--- src/rtl/bullet_scheduler.sv ---
// bullet_scheduler: per-frame start/wait/release sequencer for N_SLOTS bullet units with a framebuffer write mux
// Optional BULLET_SCHED_STATS_EN adds saturating overrun_cnt / drop_cnt outputs.
module bullet_scheduler #(
    parameter int N_SLOTS = 4,
    parameter int TIMEOUT = 15
) (
    input  logic                 clk,
    input  logic                 resetn,
`ifdef BULLET_SCHED_STATS_EN
    output logic [7:0]           overrun_cnt,
    output logic [7:0]           drop_cnt,
`endif
    input  logic                 frame_tick,
    input  logic                 shoot_req,
    input  logic [N_SLOTS-1:0]   slot_active,
    input  logic [N_SLOTS-1:0]   slot_done,
    input  logic [8*N_SLOTS-1:0] slot_x,
    input  logic [7*N_SLOTS-1:0] slot_y,
    input  logic [3*N_SLOTS-1:0] slot_color,
    input  logic [N_SLOTS-1:0]   slot_wren,
    output logic [N_SLOTS-1:0]   slot_start,
    output logic [N_SLOTS-1:0]   slot_shoot,
    output logic [7:0]           vga_x,
    output logic [6:0]           vga_y,
    output logic [2:0]           vga_color,
    output logic                 vga_wren,
    output logic                 busy,
    output logic                 frame_done,
    output logic                 shoot_drop,
    output logic                 timeout_err
);
    localparam int IW = (N_SLOTS > 1) ? $clog2(N_SLOTS) : 1;
    localparam int WW = $clog2(TIMEOUT + 1);

    typedef enum logic [2:0] {IDLE, ARM, START, WAIT, REL, FIN} state_t;

    state_t          state, nxt;
    logic [IW-1:0]   idx, tgt, free_idx;
    logic [WW-1:0]   wdog;
    logic            shot_pend, tgt_valid, free_any, shot_eff, sel, done_sel, last;
    logic [7:0]      hx;
    logic [6:0]      hy;
    logic [2:0]      hc;
    logic [N_SLOTS-1:0] onehot;

    always_comb begin
        free_any = 1'b0;
        free_idx = '0;
        for (int i = N_SLOTS - 1; i >= 0; i--) begin
            if (!slot_active[i]) begin
                free_any = 1'b1;
                free_idx = IW'(i);
            end
        end
    end

    // a request arriving in the ARM cycle itself is served rather than lost
    assign shot_eff = shot_pend | shoot_req;
    assign sel      = (state == START) || (state == WAIT);
    assign done_sel = slot_done[idx];
    assign last     = (idx == IW'(N_SLOTS - 1));
    assign onehot   = N_SLOTS'(1) << idx;

    always_comb begin
        nxt = state;
        timeout_err = 1'b0;
        case (state)
            IDLE:  nxt = frame_tick ? ARM : IDLE;
            ARM:   nxt = START;
            START: nxt = WAIT;
            WAIT: begin
                if (done_sel || wdog == '0) nxt = REL;
                timeout_err = !done_sel && wdog == '0;
            end
            REL: begin
                if (!done_sel || wdog == '0) nxt = last ? FIN : START;
                timeout_err = done_sel && wdog == '0;
            end
            FIN:   nxt = IDLE;
            default: nxt = IDLE;
        endcase
    end

    always_ff @(posedge clk or negedge resetn) begin
        if (!resetn) begin
            state     <= IDLE;
            idx       <= '0;
            tgt       <= '0;
            tgt_valid <= 1'b0;
            shot_pend <= 1'b0;
            wdog      <= '0;
            hx        <= '0;
            hy        <= '0;
            hc        <= '0;
        end else begin
            state     <= nxt;
            shot_pend <= (state == ARM) ? 1'b0 : shot_eff;
            if (state == ARM) begin
                idx       <= '0;
                tgt       <= free_idx;
                tgt_valid <= shot_eff && free_any;
            end
            if (state == START)
                wdog <= WW'(TIMEOUT);
            else if (state == WAIT || state == REL)
                wdog <= (nxt != state) ? WW'(TIMEOUT) : wdog - WW'(1);
            if (state == REL && nxt == START)
                idx <= idx + IW'(1);
            if (state == FIN)
                tgt_valid <= 1'b0;
            if (sel) begin
                hx <= slot_x[8*idx +: 8];
                hy <= slot_y[7*idx +: 7];
                hc <= slot_color[3*idx +: 3];
            end
        end
    end

    assign slot_start = sel ? onehot : '0;
    assign slot_shoot = (sel && tgt_valid && tgt == idx) ? onehot : '0;
    assign vga_x      = sel ? slot_x[8*idx +: 8] : hx;
    assign vga_y      = sel ? slot_y[7*idx +: 7] : hy;
    assign vga_color  = sel ? slot_color[3*idx +: 3] : hc;
    assign vga_wren   = sel && slot_wren[idx];
    assign busy       = state != IDLE;
    assign frame_done = state == FIN;
    assign shoot_drop = (state == ARM) && shot_eff && !free_any;

`ifdef BULLET_SCHED_STATS_EN
    always_ff @(posedge clk or negedge resetn) begin
        if (!resetn) begin
            overrun_cnt <= '0;
            drop_cnt    <= '0;
        end else begin
            overrun_cnt <= overrun_cnt + 8'(frame_tick && busy && overrun_cnt != 8'hff);
            drop_cnt    <= drop_cnt + 8'(shoot_drop && drop_cnt != 8'hff);
        end
    end
`endif
endmodule

--- config.mk ---
export PLATFORM = sky130hd
export DESIGN_NAME = bullet_scheduler
export DESIGN_NICKNAME = d
export VERILOG_FILES = /design/src/rtl/bullet_scheduler.sv
export SDC_FILE = /design/constraint.sdc
export NUM_CORES = 1
export LEC_CHECK = 0
export CORE_MARGIN = 8
export CORE_UTILIZATION = 41
export DETAILED_ROUTE_END_ITERATION = 8
export GPL_TIMING_DRIVEN = 0
export PLACE_DENSITY = 0.87
export SYNTH_ARGS = -nofsm -noshare
export SYNTH_HDL_FRONTEND = slang
export SYNTH_SLANG_ARGS = --single-unit
--- constraint.sdc ---
create_clock -name clk -period 6.5 [get_ports clk]
set_input_delay 1.625 -clock clk [delete_from_list [all_inputs] [get_ports clk]]
set_output_delay 1.625 -clock clk [all_outputs]
set_load 0.1 [all_outputs]
==> out/summary.txt <==
critical path class: in -> out
Area contributors post-synth: dfrtp_1, mux4_2, mux2_2
antenna violations before repair: 0
area share of and/or/nand/nor cells after synthesis: 0.136
HP Class: reg -> reg
GPL Wtd Cong: 0.835
final critical-path required period: 5780 ps
Synth Area in Compound Gates: 0.0462
largest area contributor in the synthesized netlist: dfrtp_1
Post-synth EDFFs: 0
WP data required: 4880 ps
# rows: 25
mux cell area share after synthesis: 0.348
CTS tree: yes
most frequent cells after synthesis: dfrtp_1, mux4_2, mux2_2
R2R Path Start: wdog[0]
setup bufs post-CTS: 0
1st-iter DRT viols: 50
min setup slack post-route: 720 ps
Nets: 379
Synth Cell Area: 1980 µm²
hold slack: 478 ps
clk_lat worst skew: 280 ps
Ports: 119
GR Overflow Total: 0
sequential share of power: 0.183
met3 WL: 516 µm
max-cap viol count: 0
Chip Height: 85.4 µm
Post-Synth XOR/XNOR Area: 0.00886
# resized after CTS: 0
Internal: 0.734 mW
CTS max path bufs: 2
vias per inst: 5.25
pre-CTS WS: 712 ps
status: completed
pin count of the biggest net entering global routing: 32
CP max FO: 5
Syn-to-layout area delta: 67.3%
min-delay src: shot_pend
Combinational Power Share: 0.729
syn nets: 254
final clock skew: 5.30 ps
post-route cell area: 3310 µm²
RSZ-0062 raised after global routing: false
first-pass GRT wire length: 9.81 mm
vias in the first global route: 2025
Detail Route Antenna Nets: 0
number of fill cells: 373
synthesized area per cell: 12.3 µm²
clock power share: 0.087
Worst setup SP type: input port
VDD IR max: 0.321 mV
CP Launch Point: slot_done[2]
pwr dens: 532 nW/µm²
Area after DPL: 3220 µm²
Die ar.: 7300 µm²
vias: 1784
per-cell routed wire length: 18.0 µm
port bufs: 118
Final Hold Fails: 0
Initial Utilization: 0.421
share of the synthesized area in the top cell type: 0.392
worst rel slew slack: 0.324
ys flop type: dfrtp_1
Static Leakage: 1.29 nW
H-tree levels: 2
antenna fix cells: 0
DRT met1 WL: 2.21 mm
Clock Sinks: 31
f_max: 173 MHz
DRC errors left: 0
Switch Pwr: 1.03 mW
hold_buf cts: 0
TritonCTS Buffers: 5
Critical Path AT: 4150 ps
GRT Overall Usage: 0.171
clk root buf: clkbuf_8
largest family of logic cells by synthesized area: multiplexers
Core Area: 4690 µm²
drt total wl: 6.13 mm
register area share after synthesis: 0.392
Distinct cells, synth: 31
synth warn: 0
drt first pass iters: 4
Post-synth ARST share: 1.00
Crit. End Element: output port
Slew Limit Fails: 0
DR top layer: met4
HPWL Detailed: 5.06 mm
Reg clk slew, reported paths: 60 ps
worst slew pin tran: 1010 ps
# setup viols final: 0
synthesized flop and latch total: 31
Cells after Synth: 161
post-synthesis adder-cell area fraction: 0.0316
final non-filler cell total: 340
layout cells sized above 1: 0.199
net switching fraction of the power: 0.583
most common cell in the netlist: dfrtp_1
die width: 85.4 µm
fin crit share: 0.889
metal2 WL: 3.30 mm
Setup TNS Final: 0 ps
placed cell count: 333
[cell families (layout without fill, tap and decap cells)]
kind of cell             Yosys count  after routing
XOR/XNOR                           2              2
multiplexers                      41             41
flip-flops                        31             31
AND/OR/NAND/NOR                   51             51
buffers and inverters             16            141
AO/OA/AOI/OAI                     15             15
adder cells (fa/ha/maj)            5              5
[cell usage in the layout, fill, tap and decap left out, drive strengths merged, types with 2 or more instances in the layout]
cell type	n
mux2i	2
nor2	14
clkbuf	10
a22o	2
nand2	10
nor3	3
dfrtp	31
mux4	20
mux2	19
ha	5
inv	7
a21oi	7
or3b	2
nand3	2
clkdlybuf4s50	117
o21ai	3
buf	6
and2	9
nand2b	5
nand4	2
o22ai	2
[critical path: stages]
cell	delay (ps)
clkdlybuf4s50_1	400
mux4_2	520
mux2_4	360
nor2_1	100
clkdlybuf4s50_1	1140
[metal layers]
metal | vias to the layer above | GRT usage
li1 | 836 | -
met1 | 854 | 0.177
met2 | 85 | 0.305
met3 | 9 | 0.0714
met4 | 0 | 0.0525
met5 | - | 0
[final cells by class]
cell class | instances | area, µm² | share of cell area
Clock buffer | 6 | 82.6 | 0.0250
Buffer | 9 | 46.3 | 0.0140
Tap cell | 54 | 67.6 | 0.0204
Timing Repair Buffer | 118 | 1180 | 0.356
Sequential cell | 31 | 776 | 0.234
Inverter | 7 | 26.3 | 0.00794
Multi-Input combinational cell | 114 | 1130 | 0.341
Clock inverter | 1 | 5.00 | 0.00151
[final timing paths]
kind                                     to  slack (ps)  cells after the start
max in group asynchronous             hx[1]        4650                      1
worst max-delay path            timeout_err         720                      5
worst min register to register    shot_pend         480                      1
worst max register to register       idx[0]        4590                      6
worst min-delay path              shot_pend         480                      1
min in group asynchronous          state[0]        1390                      1
[power groups by stage]
| stage | combinational, mW | sequential, mW | clock [mW] |
|---|---|---|---|
| 4_1_cts | 1.29 | 0.323 | 0.160 |
| 5_1_grt | 1.34 | 0.332 | 0.167 |
| 2_1_floorplan | 0.993 | 0.312 | 0 |
| 6_report | 1.28 | 0.322 | 0.154 |
| 3_3_place_gp | 1.28 | 0.321 | 0 |
| 3_5_place_dp | 1.29 | 0.327 | 0 |
[metrics by stage]
stage	power (mW)	utilization
6_report	1.76	0.705
5_1_grt	1.84	0.705
4_1_cts	1.78	0.705
3_5_place_dp	1.62	0.686
3_3_place_gp	1.60	0.687
2_1_floorplan	1.31	-
[state kept, by name, summed over array words and instances, names as in the netlist]
register	cells
wdog	4
idx	2
hy	7
shot_pend	1
state	3
hc	3
tgt_valid	1
hx	8
tgt	2
Power figures use the tool's default switching activity.
